## src/rtl/cla_multiword_seq.sv

```systemverilog
// Multi-precision add/sub sequencer: NWORDS*WIDTH-bit operands pass word-serially through one CLA_adder.
// Optional build macro CLA_SEQ_SAT_EN: saturate the result on signed overflow.

module CLA_adder #(
   parameter int WIDTH = 32
) (
   input  logic [WIDTH-1:0] i_a,
   input  logic [WIDTH-1:0] i_b,
   input  logic             i_cin,
   output logic [WIDTH-1:0] o_sum,
   output logic             o_cout,
   output logic             o_overflow
);
   logic [WIDTH-1:0] w_g;
   logic [WIDTH-1:0] w_p;
   logic [WIDTH:0]   w_c;

   assign w_g = i_a & i_b;
   assign w_p = i_a ^ i_b;

   always_comb begin
      w_c[0] = i_cin;
      for (int i = 0; i < WIDTH; i++) begin
         w_c[i+1] = w_g[i] | (w_p[i] & w_c[i]);
      end
   end

   assign o_sum      = w_p ^ w_c[WIDTH-1:0];
   assign o_cout     = w_c[WIDTH];
   assign o_overflow = ~(i_a[WIDTH-1] ^ i_b[WIDTH-1]) & (i_a[WIDTH-1] ^ o_sum[WIDTH-1]);
endmodule

// state  | meaning
// IDLE   | in_ready high, waiting for an operand pair
// RUN    | one word per cycle through the adder, LS word first
// DONE   | result valid, held until out_ready
module cla_multiword_seq #(
   parameter int WIDTH  = 32,
   parameter int NWORDS = 4
) (
   input  logic                     clk,
   input  logic                     rst,
   input  logic                     in_valid,
   output logic                     in_ready,
   input  logic [NWORDS*WIDTH-1:0]  op_a,
   input  logic [NWORDS*WIDTH-1:0]  op_b,
   input  logic                     cin,
   input  logic                     sub,
   output logic                     out_valid,
   input  logic                     out_ready,
   output logic [NWORDS*WIDTH-1:0]  sum,
   output logic                     cout,
   output logic                     overflow
);
   localparam int TOTAL = NWORDS * WIDTH;
   localparam int IDX_W = (NWORDS > 1) ? $clog2(NWORDS) : 1;

   typedef enum logic [1:0] {S_IDLE, S_RUN, S_DONE} state_t;

   state_t             r_state;
   state_t             w_state_next;
   logic [TOTAL-1:0]   r_a;
   logic [TOTAL-1:0]   r_b;
   logic               r_carry;
   logic [IDX_W-1:0]   r_idx;
   logic [TOTAL-1:0]   r_sum;
   logic               r_cout;
   logic               r_ovf;

   logic [WIDTH-1:0]   w_a_word;
   logic [WIDTH-1:0]   w_b_word;
   logic [WIDTH-1:0]   w_sum_word;
   logic               w_cout;
   logic               w_ovf;
   logic               w_last;
   logic [TOTAL-1:0]   w_sum_next;
   logic [TOTAL-1:0]   w_sum_fin;

   always_comb begin
      w_a_word   = '0;
      w_b_word   = '0;
      w_sum_next = r_sum;
      for (int i = 0; i < NWORDS; i++) begin
         if (r_idx == IDX_W'(i)) begin
            w_a_word = r_a[i*WIDTH +: WIDTH];
            w_b_word = r_b[i*WIDTH +: WIDTH];
            w_sum_next[i*WIDTH +: WIDTH] = w_sum_word;
         end
      end
   end

   CLA_adder #(.WIDTH(WIDTH)) u_cla (
      .i_a        (w_a_word),
      .i_b        (w_b_word),
      .i_cin      (r_carry),
      .o_sum      (w_sum_word),
      .o_cout     (w_cout),
      .o_overflow (w_ovf)
   );

   assign w_last = (r_idx == IDX_W'(NWORDS-1));

`ifdef CLA_SEQ_SAT_EN
   // Positive operand overflows to max positive, negative to min negative.
   always_comb begin
      w_sum_fin = w_sum_next;
      if (w_ovf) begin
         w_sum_fin = {r_a[TOTAL-1], {(TOTAL-1){~r_a[TOTAL-1]}}};
      end
   end
`else
   assign w_sum_fin = w_sum_next;
`endif

   always_comb begin
      w_state_next = r_state;
      case (r_state)
         S_IDLE:  if (in_valid)  w_state_next = S_RUN;
         S_RUN:   if (w_last)    w_state_next = S_DONE;
         S_DONE:  if (out_ready) w_state_next = S_IDLE;
         default:                w_state_next = S_IDLE;
      endcase
   end

   always_ff @(posedge clk or posedge rst) begin
      if (rst) r_state <= S_IDLE;
      else     r_state <= w_state_next;
   end

   always_ff @(posedge clk or posedge rst) begin
      if (rst) begin
         r_a     <= '0;
         r_b     <= '0;
         r_carry <= 1'b0;
         r_idx   <= '0;
         r_sum   <= '0;
         r_cout  <= 1'b0;
         r_ovf   <= 1'b0;
      end else begin
         case (r_state)
            S_IDLE: begin
               if (in_valid) begin
                  r_a     <= op_a;
                  r_b     <= sub ? ~op_b : op_b;
                  r_carry <= sub ? 1'b1 : cin;
                  r_idx   <= '0;
               end
            end
            S_RUN: begin
               r_carry <= w_cout;
               if (w_last) begin
                  r_sum  <= w_sum_fin;
                  r_cout <= w_cout;
                  r_ovf  <= w_ovf;
                  r_idx  <= '0;
               end else begin
                  r_sum  <= w_sum_next;
                  r_idx  <= r_idx + 1'b1;
               end
            end
            default: ;
         endcase
      end
   end

   assign in_ready  = (r_state == S_IDLE);
   assign out_valid = (r_state == S_DONE);
   assign sum       = r_sum;
   assign cout      = r_cout;
   assign overflow  = r_ovf;
endmodule
```

## config.mk

```make
export PLATFORM = sky130hd
export DESIGN_NAME = cla_multiword_seq
export DESIGN_NICKNAME = d
export VERILOG_FILES = /design/src/rtl/cla_multiword_seq.sv
export SDC_FILE = /design/constraint.sdc
export NUM_CORES = 1
export LEC_CHECK = 0
export CORE_AREA = 2 2 208 313
export CTS_CLUSTER_SIZE = 40
export DETAILED_ROUTE_END_ITERATION = 12
export DIE_AREA = 0 0 210 315
export PLACE_DENSITY_LB_ADDON = 0.15
export SKIP_LAST_GASP = 1
export SYNTH_ARGS = -nofsm -noshare
export SYNTH_HDL_FRONTEND = slang
export SYNTH_HIERARCHICAL = 1
export SYNTH_SLANG_ARGS = --single-unit
```

## constraint.sdc

```tcl
create_clock -name clk -period 12.9 [get_ports clk]
set_clock_uncertainty 0.15 [all_clocks]
set_input_delay 2.58 -clock clk [delete_from_list [all_inputs] [get_ports clk]]
set_output_delay 2.58 -clock clk [all_outputs]
set_load 0.1 [all_outputs]
```

# --- Yosys cells after proc, flatten, opt, wreduce, memory -nomap -nowiden ---
# Index checks and enable logic that the tools add are counted.
# W data, S select, Z words.
totals:
  register_bits: 391
  in_bits: 262
  out_inout_bits: 132
  word_cells: 121
op_classes:
  addsub: 1
  eq_ne: 8
  mux: 19
  bitwise_logic: 72
  n_reduce_logical: 10
ops:
  columns: ["op", "count"]
  rows:
  - ["$mux W32", 8]
  - ["$mux W128", 1]
  - ["$not A128 Y128", 1]
  - ["$xor A32 B32 Y32", 2]
  - ["$and A1 B1 Y1", 33]
  - ["$and A32 B32 Y32", 1]
  - ["$or A1 B1 Y1", 32]
  - ["$reduce_and A2 Y1", 6]
  - ["$mux W2", 5]
  - ["$eq A2 B2 Y1 const B", 3]
  - ["$pmux W2 S3", 1]
  - ["$eq A2 B1 Y1 const B", 2]
  - ["$logic_not A2 Y1", 2]
  - ["$ne A2 B2 Y1 const B", 2]
  - ["$pmux W2 S2", 1]
  - ["$reduce_and A3 Y1", 1]
  - ["$add A2 B1 Y2 const B", 1]
  - ["$mux W1", 2]
  - ["$ne A2 B1 Y1 const B", 1]
  - ["$pmux W1 S2", 1]
  - ["$reduce_bool A2 Y1", 1]
  - ["$xor A1 B1 Y1", 2]
  - ["$not A1 Y1", 1]

# --- Longest topological paths before layout ---
depth:
  word_depth: 71
  mapped_depth: 45

# --- Hierarchy ---
# Netlist, hierarchy kept.
modules_own_cells:
  columns: ["module", "n_inst", "cells_each", "area_each_um2"]
  rows:
  - ["cla_multiword_seq", 1, 1702, 17536.8]
  - ["CLA_adder", 1, 45, 703.2]

# --- Worst setup path before layout ---
# Ideal clock, no wire load.
synth_path:
  path_type: "reg2reg"
  from: "register r_idx[0]"
  to: "register r_ovf (netlist: overflow)"
  setup_time_ns: 0.126
  t_arrival_ns: 14.021
  required_time_ns: 12.624
  setup_slack_ns: -1.397
  stages_incl_launch_ff: 46
  period_less_slack_ns: 14.297
  cell_sequence: "dfrtp_1 inv_1 ha_1 nor2b_1 buf_2 buf_1 a221oi_1 o31ai_1 inv_1 fa_1 inv_1 fa_1 fa_1 fa_1 fa_1 fa_1 fa_1 fa_1 [... 10 more ...] fa_1 fa_1 fa_1 fa_1 fa_1 fa_1 fa_1 fa_1 fa_1 fa_1 fa_1 fa_1 fa_1 inv_1 fa_1 xor2_1 nor2_1 mux2_2"
synth_via:
  elab_chain_cells: 71
  word_cells_on_any_way: 82
synth_rtl:
  columns: ["element", "line", "source"]
  rows:
  - ["start, declared", "65", "logic [IDX_W-1:0] r_idx;"]
  - ["start signal, assigned", "158", "r_idx <= r_idx + 1'b1;"]
  - ["$logic_not A2 Y1", "84", "if (r_idx == IDX_W'(i)) begin"]
  - ["$mux W32 (3 in a row)", "84", null]
  - ["$mux W32 (*)", "84", null]
  - ["net w_a_word[0]", "70", "logic [WIDTH-1:0] w_a_word;"]
  - ["$xor A32 B32 Y32", "19", "assign w_p = i_a ^ i_b;"]
  - ["$and A1 B1 Y1", "24", "w_c[i+1] = w_g[i] | (w_p[i] & w_c[i]);"]
  - ["$or A1 B1 Y1 (*)", "24", null]
  - ["$and A1 B1 Y1 (*)", "24", null]
  - ["[... 55 more ...]", null, null]
  - ["$and A1 B1 Y1 (*)", "24", null]
  - ["$or A1 B1 Y1 (*)", "24", null]
  - ["$and A1 B1 Y1 (*)", "24", null]
  - ["$or A1 B1 Y1 (*)", "24", null]
  - ["$xor A32 B32 Y32 (*)", "28", "assign o_sum = w_p ^ w_c[WIDTH-1:0];"]
  - ["$xor A1 B1 Y1 (*)", "30", "assign o_overflow = ~(i_a[WIDTH-1] ^ i_b[WIDTH-1]) & (i_a[WIDTH-1] ^ o_sum[WIDTH-1]);"]
  - ["$and A1 B1 Y1 (*)", "30", null]
  - ["net w_ovf", "74", "logic w_ovf;"]
  - ["end signal, assigned", "154", "r_ovf <= w_ovf;"]
  - ["end, declared", "68", "logic r_ovf;"]
# The timed path passes the listed nets; every way through them passes the cells marked *.
# A chain may end at the register's enable or synchronous reset.

# --- Worst setup path in the final report ---
layout_path:
  from: "register r_idx[0]"
  to: "register r_ovf (netlist: overflow)"
layout_via:
  elab_chain_cells: 71
  word_cells_on_any_way: 82
layout_rtl:
  columns: ["element", "line", "source"]
  rows:
  - ["$logic_not A2 Y1", "84", null]
  - ["$mux W32 (3 in a row)", "84", null]
  - ["$mux W32 (*)", "84", null]
  - ["net w_b_word[0]", "71", "logic [WIDTH-1:0] w_b_word;"]
  - ["$xor A32 B32 Y32", "19", null]
  - ["$and A1 B1 Y1", "24", null]
  - ["$or A1 B1 Y1 (*)", "24", null]
  - ["$and A1 B1 Y1 (*)", "24", null]
  - ["[... 55 more ...]", null, null]
  - ["$and A1 B1 Y1 (*)", "24", null]
  - ["$or A1 B1 Y1 (*)", "24", null]
  - ["$and A1 B1 Y1 (*)", "24", null]
  - ["$or A1 B1 Y1 (*)", "24", null]
  - ["$xor A32 B32 Y32 (*)", "28", null]
  - ["$xor A1 B1 Y1 (*)", "30", null]
  - ["$and A1 B1 Y1 (*)", "30", null]
  - ["net w_ovf", "74", null]
# Marked as above.

==> impl_summary.log <==
INFO  metric antenna_violations_before_repair = 8
INFO  metric synth-seq-area-share = 53.6%
INFO  metric gpl.final_weighted_congestion = approximately 0.8
INFO  metric simple_logic_cell_fraction_of_the_synthesized_area = about 15%
INFO  metric via_per_inst = between 4 and 5
INFO  metric cpMostUsedCell = fa_2
INFO  metric cts_root_buf = clkbuf_16
INFO  metric first_pass_grt_wire_length = around 90000 um
INFO  metric rows = 114
INFO  metric regToRegStartpoint = r_idx[0]
INFO  metric crit_buf_inv = 4
INFO  metric synth_xor_area_share = about 6.2%
INFO  metric dieHeight = roughly 320 um
INFO  metric die_area = around 0.066 mm^2
INFO  metric num_vias = around 14000
INFO  metric postLayoutSetupSlackWorst = -0.515 ns
INFO  metric slowest_delay = between 0.4 and 0.5 ns
INFO  metric failed_checks = setup timing
INFO  metric synth_top_family_by_area = simple AND/OR/NAND/NOR gates
INFO  metric number_of_enable_flip_flop_cells_after_synthesis = 0
INFO  metric drt_iter0_drc = around 700
INFO  metric end_kind = register
INFO  metric timing.final.crit_share = 104%
INFO  metric crit_start = r_idx[0]
INFO  metric timing.setup.tns = -1.91 ns
INFO  metric crit_slowest_cell = fa_2
INFO  metric worst-path-max-fanout = 4
INFO  metric synth_fa_ha_area_share = approximately 3.9%
INFO  metric drt-wirelength-per-cell = about 20 um
INFO  metric cp_data_required_time = roughly 13 ns
INFO  metric synth.top_cell.area_share = 53.6%
INFO  metric max_slew.worst_pin.slew = roughly 1.2 ns
INFO  metric synth_compound_area_share = about a tenth
INFO  metric grt_overflow = 0
INFO  metric insertion_delay = roughly 0.56 ns
INFO  metric r2r-end = overflow
INFO  metric synth_area_per_cell = between 10 and 15 um^2
INFO  metric synth_warnings = 6
INFO  metric result_of_the_run = finished, violations left
INFO  metric synthFlopType = dfrtp_1
INFO  metric synth.ff_latch_count = between 300 and 400
INFO  metric clk_pin_slew_worst_paths = about 0.060 ns
INFO  metric finalHoldViolations = 0
INFO  metric cts_inserted_buffers = 42
INFO  metric syn-cell-area = 0.0182 mm^2
INFO  metric arrival_time_worst_endpoint = roughly 14 ns
INFO  metric clock-sinks = 391
INFO  metric setup.worst_path.class = register to register
INFO  metric post_synth_inst_count = about 1700
INFO  metric finalNetCount = roughly 2400
INFO  metric timing.fmax = 0.0745 GHz
INFO  metric vias_in_the_first_global_route = between 10000 and 15000
INFO  metric syn-num-nets = between 2000 and 2500
INFO  metric io_buffer_count = between 300 and 400
INFO  metric cp_top_family = adder cells
INFO  metric reg2reg_depth = between 40 and 50
INFO  metric drv_slew = 0
INFO  metric post-route-drc-count = 0
INFO  metric syn_to_layout_area_delta = 33.9%
INFO  metric rrSetupSlack = -0.52 ns
INFO  metric critPathCapture = overflow
INFO  metric synth_top_cells_by_area = dfrtp_1 54%, nand2_1 12%, mux2_2 8.0%
INFO  metric grt_start_max_net_pins = between 100 and 150
INFO  metric tritoncts = done
INFO  metric synthArstFlopShare = between 90% and 100%
INFO  metric finalWorstPathRequiredPeriod = ~13 ns
INFO  metric post_detailed_routing_wire_length = a little under 60000 um
INFO  metric coreArea = 0.0638 mm^2
INFO  metric yosysUniqueCellTypes = 23
INFO  metric synthMuxAreaShare = under 10%
INFO  metric cts_buffer_depth = 3
INFO  metric start_util = roughly 29%
INFO  metric maxCapViolCount = 0
INFO  metric grt_setup_unrepaired = true
INFO  metric postRouteAntennaNets = 0
INFO  metric globalRouteTotalUtil = between 10% and 20%
INFO  metric timing.final.setup_violations = 6
INFO  metric layout.filler_cells = 6358
INFO  metric post_route_cells_drive_above_1_share = 13.9%
INFO  metric detailed_place_hpwl = 41600 um
INFO  metric boundaryPins = between 300 and 400
INFO  metric critical_path_cell_count = 43
INFO  metric hold_path_class = register to register
INFO  metric htree_levels = 2
INFO  metric timing.critical_path.from_type = register
INFO  metric timing.max_slew.rel_slack = 22.3%
INFO  metric synth_top_cell_by_area = dfrtp_1
INFO  metric detailedRoute.firstPassIterationCount = 5
INFO  metric die_width = between 200 and 250 um
-- cells by family after synthesis --
| kind of cell | Yosys count |
|---|---|
| buf+inv | 142 |
| simple gates | 657 |
| xor+xnor | 129 |
| fa+ha+maj | 37 |
| flops | 391 |
| mux | 130 |
| compound gates | 261 |
-- how the worst min path moves through the flow --
| stage | cells after the start | startpoint | endpoint | slack, ns |
|---|---|---|---|---|
| after floorplan | 2 | r_a[126] | r_a[126] | 0.29 |
| final | 2 | r_a[54] | r_a[54] | 0.32 |
| after global placement | 2 | r_a[43] | r_a[43] | 0.31 |
| after detailed placement | 2 | r_a[54] | r_a[54] | 0.31 |
| after global routing | 2 | r_a[122] | r_a[122] | 0.34 |
| after CTS | 2 | r_a[43] | r_a[43] | 0.33 |
-- Yosys cell counts, types with 3 or more instances --
cell type  instances
nand2_1          581
dfrtp_1          391
mux2_2           130
xnor2_1          128
o21ai_1          101
nor2b_1           66
o31ai_1           66
a221oi_1          64
clkbuf_1          48
buf_2             42
fa_1              32
o21ai_0           30
buf_6             28
inv_1             14
buf_1             10
ha_1               5
nand3_1            3
-- stage by stage --
stage	std cells	area [um^2]	worst slack, ns	hold WS [ns]	utilization [%]
5_1_grt	2944	24400	-0.807	0.341	38.3
6_report	2944	24400	-0.515	0.323	38.3
3_5_place_dp	2863	22900	-0.666	0.312	35.9
3_3_place_gp	2863	22900	-0.683	0.308	35.9
4_1_cts	2939	24400	-0.530	0.328	38.3
2_1_floorplan	1747	18300	-0.227	0.294	-
-- worst register-to-register path: cells and delay by family (launching register included) --
family,cells,cell delay [ns]
fa+ha+maj,33,11.55
compound gates,2,0.35
flops,1,0.37
simple gates,2,0.19
xor+xnor,1,0.17
buf+inv,4,0.26
mux,1,0.25
-- cell usage in the layout, fill, tap and decap left out, drive strengths merged --
| master | netlist | layout |
|---|---|---|
| clkinvlp | 0 | 4 |
| diode | 0 | 6 |
| nor2 | 2 | 2 |
| a221oi | 64 | 64 |
| clkdlybuf4s50 | 0 | 392 |
| dfrtp | 391 | 391 |
| xor2 | 1 | 1 |
| fa | 32 | 32 |
| xnor2 | 128 | 128 |
| o31ai | 66 | 66 |
| ha | 5 | 5 |
| buf | 80 | 40 |
| nand3 | 3 | 3 |
| nor2b | 66 | 66 |
| bufinv | 0 | 4 |
| nand2b | 2 | 2 |
| nor3b | 1 | 1 |
| or3b | 1 | 1 |
| mux2 | 130 | 130 |
| clkinv | 0 | 8 |
| clkbuf | 48 | 60 |
| nand2 | 582 | 582 |
| inv | 14 | 13 |
| o21ai | 131 | 131 |
-- registers in the layout, summed over array words and instances, names as in the netlist --
register,flops
overflow,1
r_idx,2
cout,1
sum,128
r_b,128
r_carry,1
r_state,2
r_a,128
-- per-layer routing --
metal	routed length [um]	share of wire (%)	GRT usage, %	up-vias
met3	2610	4.5	3.07	71
met1	26000	44	23.2	6614
met5	23	0.039	0	-
li1	-	-	-	6476
met2	28300	48	29.4	335
met4	1640	2.8	6.61	4
-- repair_timing --
| action | in CTS | in global routing |
|---|---|---|
| gates resized for setup | 11 | 8 |
| buffers inserted | 1 | 1 |
| hold buffers | 0 | 0 |
| setup endpoints to repair | 11 | 11 |
| pin swaps | 1 | 1 |
-- area by class of cell --
cell class / count / area, um^2 / share of cell area, %
antenna: 6 / 15.0 / 0.0615
inverter: 14 / 58.8 / 0.241
clock buffer: 60 / 1290 / 5.29
clock inverter: 15 / 183 / 0.748
sequential: 391 / 9780 / 40.1
timing repair buffer: 432 / 4230 / 17.3
multi-input combinational: 1214 / 7840 / 32.1
tap: 812 / 1020 / 4.16
Power is left out: the tool's default activity adds up to more than one toggle a clock period on the data nets, which glitch-free logic cannot reach.
